## src/rtl/rr_grant_burst_mux.sv

```systemverilog
// Burst multiplexer behind the round-robin arbiter: locks one granted requester onto the shared
// stream for len+1 beats, then pulses done back to the arbiter and holds off for one gap cycle.
module rr_grant_burst_mux #(
   parameter int unsigned SLAVE_COUNT = 4,
   parameter int unsigned DATA_WIDTH  = 32,
   parameter int unsigned LEN_WIDTH   = 4,
   localparam int unsigned IDX_WIDTH  = $clog2(SLAVE_COUNT)
) (
   input  logic                              clock,
   input  logic                              aresetn,
   input  logic [SLAVE_COUNT-1:0]            grant,
   input  logic [SLAVE_COUNT-1:0]            req_valid,
   input  logic [SLAVE_COUNT*DATA_WIDTH-1:0] req_data,
   input  logic [SLAVE_COUNT*LEN_WIDTH-1:0]  req_len,
   output logic [SLAVE_COUNT-1:0]            req_ready,
   output logic [SLAVE_COUNT-1:0]            done,
   output logic                              grant_err,
   output logic                              m_valid,
   input  logic                              m_ready,
   output logic [DATA_WIDTH-1:0]             m_data,
   output logic [IDX_WIDTH-1:0]              m_id,
   output logic                              m_last
);

   localparam logic [1:0] StIdle = 2'd0;
   localparam logic [1:0] StXfer = 2'd1;
   localparam logic [1:0] StDone = 2'd2;
   localparam logic [1:0] StGap  = 2'd3;

   logic [1:0]             state_q, state_d;
   logic [IDX_WIDTH-1:0]   idx_q, idx_d;
   logic [LEN_WIDTH-1:0]   len_q, len_d;
   logic [LEN_WIDTH-1:0]   beat_cnt_q, beat_cnt_d;
   logic [SLAVE_COUNT-1:0] done_q, done_d;
   logic                   grant_err_q, grant_err_d;

   logic                   grant_onehot;
   logic                   grant_multi;
   logic [IDX_WIDTH-1:0]   grant_idx;
   logic [LEN_WIDTH-1:0]   grant_len;
   logic                   sel_valid;
   logic [DATA_WIDTH-1:0]  sel_data;
   logic                   in_xfer;
   logic                   beat;

   // Grant decode: one-hot test plus binary index and that requester's length field.
   always_comb begin
      grant_onehot = (grant != '0) && ((grant & (grant - SLAVE_COUNT'(1))) == '0);
      grant_multi  = (grant != '0) && !grant_onehot;
      grant_idx    = '0;
      for (int i = 0; i < SLAVE_COUNT; i++) begin
         if (grant[i]) begin
            grant_idx = IDX_WIDTH'(i);
         end
      end
      grant_len = '0;
      for (int i = 0; i < SLAVE_COUNT; i++) begin
         if (grant_idx == IDX_WIDTH'(i)) begin
            grant_len = req_len[i*LEN_WIDTH +: LEN_WIDTH];
         end
      end
   end

   // Locked requester select.
   always_comb begin
      sel_valid = 1'b0;
      sel_data  = '0;
      for (int i = 0; i < SLAVE_COUNT; i++) begin
         if (idx_q == IDX_WIDTH'(i)) begin
            sel_valid = req_valid[i];
            sel_data  = req_data[i*DATA_WIDTH +: DATA_WIDTH];
         end
      end
   end

   always_comb begin
      in_xfer = (state_q == StXfer);
      m_valid = in_xfer && sel_valid;
      m_data  = in_xfer ? sel_data : '0;
      m_last  = m_valid && (beat_cnt_q == len_q);
      m_id    = idx_q;
      beat    = m_valid && m_ready;
      for (int i = 0; i < SLAVE_COUNT; i++) begin
         req_ready[i] = in_xfer && (idx_q == IDX_WIDTH'(i)) && m_ready;
      end
      done      = done_q;
      grant_err = grant_err_q;
   end

   always_comb begin
      state_d     = state_q;
      idx_d       = idx_q;
      len_d       = len_q;
      beat_cnt_d  = beat_cnt_q;
      done_d      = '0;
      grant_err_d = 1'b0;
      unique case (state_q)
         StIdle: begin
            if (grant_onehot) begin
               idx_d      = grant_idx;
               len_d      = grant_len;
               beat_cnt_d = '0;
               state_d    = StXfer;
            end else if (grant_multi) begin
               grant_err_d = 1'b1;
            end
         end
         StXfer: begin
            if (beat) begin
               if (m_last) begin
                  // Counter stays at len on the final beat so it can never wrap.
                  state_d = StDone;
                  for (int i = 0; i < SLAVE_COUNT; i++) begin
                     done_d[i] = (idx_q == IDX_WIDTH'(i));
                  end
               end else begin
                  beat_cnt_d = beat_cnt_q + LEN_WIDTH'(1);
               end
            end
         end
         StDone: begin
            state_d = StGap;
         end
         StGap: begin
            state_d = StIdle;
         end
         default: begin
            state_d = StIdle;
         end
      endcase
   end

   always_ff @(posedge clock or negedge aresetn) begin
      if (!aresetn) begin
         state_q     <= StIdle;
         idx_q       <= '0;
         len_q       <= '0;
         beat_cnt_q  <= '0;
         done_q      <= '0;
         grant_err_q <= 1'b0;
      end else begin
         state_q     <= state_d;
         idx_q       <= idx_d;
         len_q       <= len_d;
         beat_cnt_q  <= beat_cnt_d;
         done_q      <= done_d;
         grant_err_q <= grant_err_d;
      end
   end

endmodule
```

## config.mk

```make
export PLATFORM = sky130hd
export DESIGN_NAME = rr_grant_burst_mux
export DESIGN_NICKNAME = d
export VERILOG_FILES = /design/src/rtl/rr_grant_burst_mux.sv
export SDC_FILE = /design/constraint.sdc
export NUM_CORES = 1
export LEC_CHECK = 0
export BUFFER_PORTS_ARGS = -buffer_cell sky130_fd_sc_hd__clkbuf_2
export CAP_MARGIN = 5
export CORE_AREA = 2 2 78 80
export CTS_BUF_LIST = sky130_fd_sc_hd__clkbuf_8 sky130_fd_sc_hd__clkbuf_16
export CTS_CLUSTER_DIAMETER = 60
export DETAILED_ROUTE_END_ITERATION = 7
export DIE_AREA = 0 0 80 82
export MAX_ROUTING_LAYER = met4
export PLACE_DENSITY = 0.9
export SYNTH_ARGS = -nofsm -noshare
export SYNTH_HDL_FRONTEND = slang
export SYNTH_SLANG_ARGS = --single-unit
```

## constraint.sdc

```tcl
create_clock -name clock -period 3.21 [get_ports clock]
set_input_delay 0.1605 -clock clock [delete_from_list [all_inputs] [get_ports clock]]
set_output_delay 0.1605 -clock clock [all_outputs]
set_load 0.02 [all_outputs]
```

### Word level (Yosys, flattened, before mapping)

Index checks and enable logic that the tools add are counted.
W data, S select, Z words.

| word-level totals | value |
|---|---|
| output and inout port bits | 45 |
| logic and storage cells | 76 |
| input bits | 155 |
| register bits after elaboration | 17 |

| operators by class | value |
|---|---|
| reductions and logical operators | 23 |
| equal/unequal tests | 14 |
| bitwise gates (word level) | 1 |
| multiplexer cells | 30 |
| add/sub/neg operators | 2 |

Operators with widths:

| cell | count |
|---|---|
| $mux W32 | 5 |
| $mux W4 | 10 |
| $logic_and A1 B1 Y1 | 13 |
| $eq A2 B2 Y1 const B | 6 |
| $mux W2 | 5 |
| $mux W1 | 8 |
| $pmux W2 S4 | 1 |
| $pmux W4 S2 | 1 |
| $eq A2 B1 Y1 const B | 3 |
| $logic_not A2 Y1 | 3 |
| $ne A2 B2 Y1 const B | 3 |
| $add A4 B1 Y4 const B | 1 |
| $and A4 B4 Y4 | 1 |
| $eq A4 B4 Y1 | 1 |
| $logic_not A4 Y1 | 1 |
| $reduce_and A4 Y1 | 1 |
| $reduce_bool A4 Y1 | 1 |
| $sub A4 B1 Y4 const B | 1 |
| $reduce_and A3 Y1 | 1 |
| $ne A2 B1 Y1 const B | 1 |
| $reduce_and A2 Y1 | 1 |
| $reduce_bool A2 Y1 | 1 |
| $logic_not A1 Y1 | 1 |

### Longest topological paths before layout

Gate-level depths: netlist (run 1).

| depth | value |
|---|---|
| word-level depth | 10 |
| gate-level depth with buffers | 7 |
| gate-level depth less buffers | 6 |

### Worst setup path before layout (run 1)

OpenSTA, ideal clock, no wires.

| path | value |
|---|---|
| path kind | register -> output |
| start point | reg idx_q[0], in the netlist m_id[0] |
| end point | out m_data[18] |
| cell stages (with the launch flop) | 6 |
| setup slack | 1.269 ns |
| data arrival time | 1.781 ns |
| path through | dfrtp_1 > buf_2 > buf_4 > buf_4 > mux4_2 > and2_1 |

| between the ends | value |
|---|---|
| cells in the longest elaborated chain, start to end | 6 |
| elaborated cells between the ends (all ways) | 9 |

RTL lines:

| what | RTL line | source |
|---|---|---|
| start, declared | 31 | `logic [IDX_WIDTH-1:0] idx_q, idx_d;` |
| start signal, assigned | 143 | `idx_q <= idx_d;` |
| $logic_not A2 Y1 | 69 | `if (idx_q == IDX_WIDTH'(i)) begin` |
| $mux W32 (3 in series) | 69 |  |
| $mux W32 (*) | 69 |  |
| $mux W32 (*) | 79 | `m_data = in_xfer ? sel_data : '0;` |
| end, declared | 20 | `output logic [DATA_WIDTH-1:0] m_data,` |

Mark *: on every way between the ends. The rest lies on a longest branch, timed or not.

### Worst setup path after layout (run 1)

| path | value |
|---|---|
| start point | reg idx_q[0], in the netlist m_id[0] |
| end point | out m_data[30] |

Same word-level chain as after synthesis.

==> impl_metrics.toml, run 1 <==
[outcome]
status = "finished, final reports clean"

[hold_path]
hp-class = "in2reg"

[logic_synthesis]
synth_area_um2 = 2160
ys_warn_count = 0
syn_inst = 207
synth-seq-cells = 17
synth_nets = 367
yosysSeqAreaShare = 0.197
synth.distinct_cells = 47
syn_avg_cell_area_um2 = 10.4

[cts]
post_cts_buffers = 0
clock_latency_ps = 250
clockRootBuffer = "clkbuf_8"
cts.htree.levels = 1
post_cts_resized = 0
cts_buffer_depth = 2
numCtsBuffers = 3
clock-sinks = 17
tritoncts = "done"
clk_pin_slew_ps = 70

[detailed_routing]
drc = 0
viasPerCell = 5.29
ant_nets = 0
dr.max_layer_used = "met4"
wl_met3_um = 697
firstDrtPassIters = 6
wl_met2_mm = 4.15
wirelength_mm = 7.92
vias = 2508
drt-met1-wl_mm = 2.89
dr.first_iter.drc_count = 56
wl_per_cell_um = 16.7

[sta]
hold_slack_ps = 221
slew_headroom = 0.524
tightestPinTransition_ps = 714
hold_violations = 0
finClkSkew_ps = 5.43
slew_violations = 0
post-route-period-util = 0.773
fin_setup_tns_ps = 0
setup_slack_ps = 729
finalSetupViolCount = 0
rsz0062_at_grt = "no"
max_freq_ghz = 0.403
period_needed_ps = 2480

[global_routing]
grt_pass1_vias = 2455
grt_util_all_layers = 0.229
grt_pass1_wl_mm = 11.2
overflow = 0
grt_antenna_before_repair = 1
grt_start_max_net_pins = 27

[final_layout]
finalNetCount = 559
layout-drive-gt1-share = 0.616
multi_input_area_um2 = 1620
final_common_cell = "clkbuf_2"
seq_area_um2 = 427
num-fill-cells = 536
final_util = 0.566
area_growth_pct = 50.8
layout_common_cells = "clkbuf_2 (199), mux4_2 (32), and2_1 (32)"

[die]
io_pins = 200
num_rows = 28
core-area_um2 = 5750
dieHeight_um = 82
die_width_um = 80
start_util = 0.375
die-area_um2 = 6560

[place]
pre_cts_slack_ps = 951
place_hpwl_mm = 6.89
gp_congestion = 0.849
io_buffers = 199

[worst_setup_path]
path_delay_family = "flip-flops"
reg2reg_slack_ps = 980
cpMaxStageDelayCell = "dfrtp_2"
path_cells = "buf_4, mux4_2, and2_1, clkbuf_2"
max_stage_delay_ps = 780
worst-setup-path-type = "reg2out"
cp.arrival_ps = 2320
start_kind = "register"
crit_fanout = 21
cp.required_ps = 3050
worstPathBufferInverterCount = 2
cp-end-kind = "output port"

[power_and_ir_drop]
p_total_uw = 2210
p_per_area_nw_per_um2 = 679
leakagePower_uw = 0.00168
ir_drop_uv = 349

[job]
maxCapViolations = 0
[through the flow]
stage | area [um2] | cells
3_3_place_gp | 3190 | 468
3_5_place_dp | 3190 | 468
4_1_cts | 3250 | 473
2_1_floorplan | 2160 | 207
6_report | 3250 | 474
5_1_grt | 3250 | 474
[path summary, 6_finish.rpt]
kind | startpoint | to | cells after the start
max | m_id[0] | m_data[30] | 4
min | req_len[13] | len_q[1] | 4
max reg2reg | m_id[0] | state_q[1] | 5
min reg2reg | len_q[1] | len_q[1] | 1
max in group asynchronous | aresetn | m_id[0] | 2
min in group asynchronous | aresetn | len_q[2] | 2
[state kept, by name, indices dropped and copies added, names as in the netlist]
name        cells
len_q           4
m_id            2
done            4
beat_cnt_q      4
state_q         2
grant_err       1
[routing by layer]
metal	global-route usage	up-vias
met3	0.0429	12
met1	0.257	1202
met4	0.0712	0
met2	0.416	127
met5	-	-
li1	-	1167
[worst register-to-register path, stage by stage, from the launching register on]
cell and delay [ps]:
dfrtp_2 780, mux2_2 460, a2bb2oi_2 260, o21ai_1 110
o21ai_1 160, mux2_1 340
[power by group]
| part | switching [uW] | internal, uW |
|---|---|---|
| Clock | 75.3 | 86.1 |
| Sequential | 144 | 280 |
| Combinational | 827 | 795 |
[cells in the mapped netlist, drive strengths merged]
library cell | count | area share
and2 | 32 | 0.093
mux4 | 32 | 0.33
dfrtp | 17 | 0.20
nand2 | 16 | 0.028
nor2 | 15 | 0.026
o21ai | 10 | 0.023
buf | 9 | 0.025
clkbuf | 8 | 0.014
a21oi | 6 | 0.014
inv | 6 | 0.010
mux2 | 6 | 0.031
ha | 5 | 0.029
mux2i | 5 | 0.023
nand3 | 5 | 0.012
xnor2 | 4 | 0.016
a2bb2oi | 2 | 0.011
nor3b | 2 | 0.0070
nor4b | 2 | 0.014
o211ai | 2 | 0.0070
or3 | 2 | 0.0058
a2111o | 1 | 0.0052
a211o | 1 | 0.0046
a211oi | 1 | 0.0035
a21o | 1 | 0.0035
a22o | 1 | 0.0041
a22oi | 1 | 0.0035
a31oi | 1 | 0.0029
and4 | 1 | 0.0041
nand3b | 1 | 0.0035
nand4 | 1 | 0.0029
nor2b | 1 | 0.0029
nor3 | 1 | 0.0023
nor4 | 1 | 0.0029
o2111a | 1 | 0.0052
o211a | 1 | 0.0046
o21bai | 1 | 0.0035
o2bb2ai | 1 | 0.0041
o311a | 1 | 0.0046
o31ai | 1 | 0.0035
or4 | 1 | 0.0035
xor2 | 1 | 0.0041
[timing repair]
action / 4_1_cts / 5_1_grt
endpoints found under the setup margin: 0 / 0
hold buffers: 1 / 0
hold endpoints to repair: 17 / 0
[final cells by class]
type | instances | share of cell area
diodes | 1 | 0.000770
clock buffers | 3 | 0.0127
clock inverters | 1 | 0.00154
inverters | 6 | 0.00693
multi-input cells | 167 | 0.499
flip-flops and latches | 17 | 0.131
well taps | 75 | 0.0289
repair buffers | 204 | 0.319
[logic make-up after synthesis]
logic type                 Yosys count  share of synthesized area
DFF                                 17                      0.197
AOI/OAI and AO/OA                   33                      0.108
and+or+nand+nor                     81                      0.207
xor gates and xnor gates             5                     0.0203
muxes                               43                      0.389
buffers and inverters               23                     0.0493
adders and majority gates            5                     0.0290
No activity file was read; power rests on OpenSTA's default activity.
==> run 2: changes to the inputs <==
--- a/config.mk
+++ b/config.mk
@@ -5,15 +5,17 @@
 export SDC_FILE = /design/constraint.sdc
 export NUM_CORES = 1
 export LEC_CHECK = 0
+export ABC_AREA = 1
 export BUFFER_PORTS_ARGS = -buffer_cell sky130_fd_sc_hd__clkbuf_2
 export CAP_MARGIN = 5
-export CORE_AREA = 2 2 78 80
+export CORE_ASPECT_RATIO = 2
+export CORE_MARGIN = 2
+export CORE_UTILIZATION = 33
 export CTS_BUF_LIST = sky130_fd_sc_hd__clkbuf_8 sky130_fd_sc_hd__clkbuf_16
 export CTS_CLUSTER_DIAMETER = 60
 export DETAILED_ROUTE_END_ITERATION = 7
-export DIE_AREA = 0 0 80 82
 export MAX_ROUTING_LAYER = met4
-export PLACE_DENSITY = 0.9
+export PLACE_DENSITY = 0.85
 export SYNTH_ARGS = -nofsm -noshare
 export SYNTH_HDL_FRONTEND = slang
 export SYNTH_SLANG_ARGS = --single-unit
==> constraint.sdc (replaced) <==
create_clock -name clock -period 2 [get_ports clock]
set_input_delay 0.1 -clock clock [delete_from_list [all_inputs] [get_ports clock]]
set_output_delay 0.1 -clock clock [all_outputs]
set_load 0.02 [all_outputs]
==> impl_metrics.toml, run 2 <==
[outcome]
status = "finished, final reports clean"

[power_and_ir_drop]
leakagePower_uw = 0.00189
sw_frac_of_total = 0.548
combPwrFrac = 0.758
p_total_uw = 4060
internal_power_uw = 1840
p_clk_frac = 0.096
p_per_area_nw_per_um2 = 1260
ir_drop_uv = 568
p_seq_frac = 0.146
p_switching_uw = 2230

[cts]
clk_pin_slew_ps = 50
clockRootBuffer = "clkbuf_16"
numCtsBuffers = 3
cts_buffer_depth = 2
tritoncts = "done"
clock_latency_ps = 250
post_cts_buffers = 0
cts.htree.levels = 1
clock-sinks = 17

[worst_setup_path]
crit_top_cell = "nand2_2"
cp.required_ps = 1900
endpoint = "m_last"
r2r_cells = 11
reg2reg_slack_ps = 320
cp-end-kind = "output port"
crit_fanout = 17
cpMaxStageDelayCell = "dfrtp_2"
max_stage_delay_ps = 470
worst-setup-path-type = "reg2out"
crit_start = "m_id[0]"
crit-reg2reg-launch = "m_id[0]"
start_kind = "register"
cp.arrival_ps = 1760
path_cells = "inv_2, buf_4, nor2_1, a21oi_2, nand2_2, nand2_4, nand2_2, inv_1, clkbuf_2"
r2r-end = "beat_cnt_q[1]"

[logic_synthesis]
yosysMostFrequentCell = "nand2_1"
syn_avg_cell_area_um2 = 6.20
yosys.area.top_type_share = 0.207
syn_inst = 331
synth_area_um2 = 2050
ys_warn_count = 0
synthTopCellsByArea = "dfrtp_1 (21%), o211ai_1 (13%), nand2_1 (13%)"
synth_async_sr_flop_share = 1.00
synth.distinct_cells = 30
synth_common_cells = "nand2_1 (69), inv_1 (48), o21ai_0 (38), o211ai_1 (36), nor2_1 (22)"
synth_top_area_cell = "dfrtp_1"
yosysSeqAreaShare = 0.207
synth_edf_count = 0
synthFlopType = "dfrtp_1"
synth_nets = 491
synth-seq-cells = 17

[global_routing]
grt_pass1_wl_mm = 12.0
overflow = 0
grt_antenna_before_repair = 0
grt_start_max_net_pins = 22
grt_pass1_vias = 2767
grt_util_all_layers = 0.225

[final_layout]
finalNetCount = 686
layout_common_cells = "clkbuf_2 (199), nand2_1 (68), inv_1 (48)"
design_area_um2 = 3220
area_growth_pct = 56.8
num-fill-cells = 575
final_common_cell = "clkbuf_2"
layout-drive-gt1-share = 0.453
final_util = 0.535
antennaDiodeCount = 0

[place]
place_hpwl_mm = 6.59
io_buffers = 199
pre_cts_slack_ps = 226
gp_congestion = 0.911
place_area_um2 = 3100

[detailed_routing]
ant_nets = 0
wl_per_cell_um = 13.3
drc = 0
vias = 2986
dr.first_iter.drc_count = 168
firstDrtPassIters = 4
wirelength_mm = 7.83
viasPerCell = 5.08

[sta]
finalSetupViolCount = 0
period_needed_ps = 1860
finClkSkew_ps = 4.45
setup_slack_ps = 144
hold_violations = 0
rsz0062_at_grt = "no"
tightestPinTransition_ps = 434
slew_headroom = 0.709
max_freq_ghz = 0.539
slew_violations = 0
fin_setup_tns_ps = 0
post-route-period-util = 0.928

[hold_path]
hp-class = "in2reg"

[die]
num_rows = 40
die_width_um = 59.7
die-area_um2 = 6900
io_pins = 200
core-area_um2 = 6010
start_util = 0.341
dieHeight_um = 115

[job]
maxCapViolations = 0
==> run 2: cell count changes in the layout (fill, tap and decap cells not counted), moves of 6 or more <==
| cell | delta |
|---|---|
| o211ai_1 | +34 |
| inv_1 | +42 |
| o21ai_1 | +6 |
| nand2_2 | +8 |
| o22ai_1 | +14 |
| mux4_2 | -32 |
| and2_1 | -32 |
| nor2_1 | +7 |
| buf_4 | +6 |
| nand2_1 | +52 |
| o21ai_0 | +33 |
==> run 2: area by class of cell <==
| class | instances | area, um2 | share of cell area |
|---|---|---|---|
| clock inverter | 1 | 3.75 | 0.00117 |
| clock buffer | 3 | 75.1 | 0.0233 |
| multi-input combinational | 243 | 1360 | 0.423 |
| sequential | 17 | 427 | 0.133 |
| inverter | 51 | 191 | 0.0595 |
| timing repair buffer | 210 | 1080 | 0.336 |
| tap | 63 | 78.8 | 0.0245 |
==> run 2: cells by family (layout without fill, tap and decap cells) <==
group / count (synthesis) / in the layout / synth area share
XOR/XNOR: 5 / 5 / 0.0214
AND/OR/NAND/NOR: 123 / 123 / 0.268
adder cells (fa/ha/maj): 5 / 5 / 0.0305
buffers and inverters: 71 / 265 / 0.141
AO/OA/AOI/OAI: 110 / 110 / 0.332
flip-flops: 17 / 17 / 0.207
==> run 2: power by group through the flow <==
stage          Combinational, uW  Sequential (uW)  Clock (uW)
2_1_floorplan               2120              579           0
3_3_place_gp                2970              574           0
3_5_place_dp                3050              582           0
4_1_cts                     3070              575         405
5_1_grt                     3410              610         424
6_report                    3080              591         390
==> run 2: worst min path at each step <==
stage / start / to / depth (start not counted)
floorplan: aresetn / beat_cnt_q[0] / 0
global placement: aresetn / beat_cnt_q[1] / 1
detailed placement: aresetn / len_q[1] / 1
CTS: req_len[6] / len_q[2] / 3
global route: req_len[6] / len_q[2] / 3
finish: req_len[6] / len_q[2] / 3
==> run 2: per-stage QoR <==
step,cells,hold WS [ps]
4_1_cts,588,127
5_1_grt,588,169
3_5_place_dp,583,63.8
2_1_floorplan,331,-196
6_report,588,129
3_3_place_gp,583,55.6
==> run 2: critical path: cells and delay by family (launching register included) <==
| family | cells | cell delay (ps) |
|---|---|---|
| AOI/OAI and AO/OA | 1 | 120 |
| buffers and inverters | 4 | 560 |
| DFF | 1 | 470 |
| and+or+nand+nor | 4 | 350 |
==> run 2: repair_timing <==
action	CTS	global route
endpoints found under the hold margin	17	0
setup endpoints to repair	18	24
gates resized for setup	3	5
hold buffers	1	0
==> run 2: per-layer routing <==
layer / vias up / routed length, um / GRT usage
met5: - / 0 / -
met2: 145 / 4270 / 0.412
met3: 7 / 553 / 0.0279
met4: 0 / 93 / 0.0622
met1: 1328 / 2910 / 0.244
li1: 1506 / - / -
==> run 3: changes to the inputs <==
--- a/config.mk
+++ b/config.mk
@@ -10,12 +10,14 @@
 export CAP_MARGIN = 5
 export CORE_ASPECT_RATIO = 2
 export CORE_MARGIN = 2
-export CORE_UTILIZATION = 33
+export CORE_UTILIZATION = 37
 export CTS_BUF_LIST = sky130_fd_sc_hd__clkbuf_8 sky130_fd_sc_hd__clkbuf_16
 export CTS_CLUSTER_DIAMETER = 60
 export DETAILED_ROUTE_END_ITERATION = 7
+export GPL_TIMING_DRIVEN = 1
 export MAX_ROUTING_LAYER = met4
-export PLACE_DENSITY = 0.85
+export PLACE_DENSITY = 0.9
+export SLEW_MARGIN = 5
 export SYNTH_ARGS = -nofsm -noshare
 export SYNTH_HDL_FRONTEND = slang
 export SYNTH_SLANG_ARGS = --single-unit
==> constraint.sdc (replaced) <==
create_clock -name clock -period 1.86 [get_ports clock]
set_input_delay 0.093 -clock clock [delete_from_list [all_inputs] [get_ports clock]]
set_output_delay 0.093 -clock clock [all_outputs]
set_load 0.02 [all_outputs]
==> impl_metrics.toml, run 3 (synthesized netlist as in run 2, its figures left out) <==
[die]
die_width_um = 56.6
dieHeight_um = 109
die-area_um2 = 6190
num_rows = 38
start_util = 0.382
io_pins = 200
core-area_um2 = 5370

[global_routing]
grt_util_all_layers = 0.244
overflow = 0
grt_pass1_wl_mm = 12.0
grt_start_max_net_pins = 24
grt_antenna_before_repair = 0
grt_pass1_vias = 2796

[final_layout]
finalNetCount = 684
layout_common_cells = "clkbuf_2 (198), nand2_1 (68), inv_1 (47)"
area_growth_pct = 55.0
final_util = 0.592
num-fill-cells = 503
layout-drive-gt1-share = 0.451
final_common_cell = "clkbuf_2"
stdcell_count = 583
antennaDiodeCount = 0

[detailed_routing]
dr.first_iter.drc_count = 270
vias = 3106
viasPerCell = 5.33
wirelength_mm = 7.74
wl_per_cell_um = 13.3
ant_nets = 0
drc = 0
firstDrtPassIters = 6

[sta]
finClkSkew_ps = 0.992
slew_violations = 0
post-route-period-util = 0.947
finalSetupViolCount = 0
tightestPinTransition_ps = 419
max_freq_ghz = 0.568
hold_violations = 0
fin_setup_tns_ps = 0
hold_slack_ps = 110
period_needed_ps = 1760
slew_headroom = 0.719

[worst_setup_path]
path_cells = "or2_4, o211ai_1, o211ai_1, inv_1, clkbuf_2"
r2r-end = "beat_cnt_q[3]"
cp.required_ps = 1770
crit-reg2reg-launch = "state_q[1]"
cp.arrival_ps = 1670
r2r_cells = 11
crit_top_cell = "o211ai_1"
crit_fanout = 20
cpMaxStageDelayCell = "dfrtp_1"
start_kind = "register"
cp-end-kind = "output port"
worst-setup-path-type = "reg2out"
max_stage_delay_ps = 480
reg2reg_slack_ps = 230

[cts]
clock_latency_ps = 250
cts.htree.levels = 1
clock-sinks = 17
clockRootBuffer = "clkbuf_8"
tritoncts = "done"
numCtsBuffers = 3
clk_pin_slew_ps = 60
cts_buffer_depth = 2

[place]
io_buffers = 199
gp_congestion = 0.921
dpl.cell_count = 578
place_hpwl_mm = 6.39

[power_and_ir_drop]
sw_frac_of_total = 0.567
ir_drop_uv = 1240
p_switching_uw = 2390
p_clk_frac = 0.063
internal_power_uw = 1830
leakagePower_uw = 0.00188
p_per_area_nw_per_um2 = 1330
p_total_uw = 4230
p_seq_frac = 0.146
combPwrFrac = 0.791

[job]
maxCapViolations = 0

[outcome]
status = "finished, final reports clean"

[hold_path]
min_path_cells = 3
hp-class = "in2reg"
min_from = "req_len[5]"
min_to = "len_q[1]"
-- run 3: worst max path at each step --
stage,from,end,slack (ps),cells after the start
finish,m_id[1],m_data[12],100,5
global route,m_id[0],m_data[12],-2,6
CTS,state_q[1],m_last,1,9
detailed placement,state_q[1],beat_cnt_q[3],140,8
global placement,m_id[1],m_data[1],180,5
floorplan,state_q[1],beat_cnt_q[0],160,12
-- run 3: worst max-delay path: cells and delay by family (launching register included) --
family,cells,cell delay [ps]
and+or+nand+nor,1,390
AOI/OAI and AO/OA,2,320
DFF,1,480
buffers and inverters,2,220
-- run 3: power groups by stage --
stage / Combinational (uW) / Sequential, uW / Clock, uW
2_1_floorplan: 2280 / 622 / 0
6_report: 3340 / 617 / 267
5_1_grt: 3690 / 634 / 285
4_1_cts: 3310 / 602 / 273
3_5_place_dp: 3270 / 606 / 0
3_3_place_gp: 3180 / 603 / 0
-- run 3: final cells by class --
class,instances,area (um2),area share
Sequential cell,17,425,0.134
Inverter,51,194,0.0610
Timing Repair Buffer,208,1080,0.338
Clock buffer,3,41.3,0.0130
Tap cell,60,75.1,0.0236
Multi-Input combinational cell,243,1360,0.429
Clock inverter,1,3.75,0.00118
-- run 3: metrics by stage --
step | setup slack [ps] | instance area (um2)
2_1_floorplan | 164 | 2050
3_3_place_gp | 183 | 3080
3_5_place_dp | 136 | 3080
4_1_cts | 1.36 | 3150
5_1_grt | -1.84 | 3180
6_report | 98.1 | 3180
-- run 3: metal layers --
metal,vias up,wire [um],GRT usage
met5,-,0,-
met4,0,186,0.0935
met3,25,632,0.0368
met2,179,4100,0.434
met1,1395,2830,0.270
li1,1507,-,-
-- run 3: timing repair --
action	in CTS	in global routing
setup buffers	0	0
endpoints found under the setup margin	36	31
hold buffers	1	0
resized for setup	7	7
hold endpoints to repair	17	0
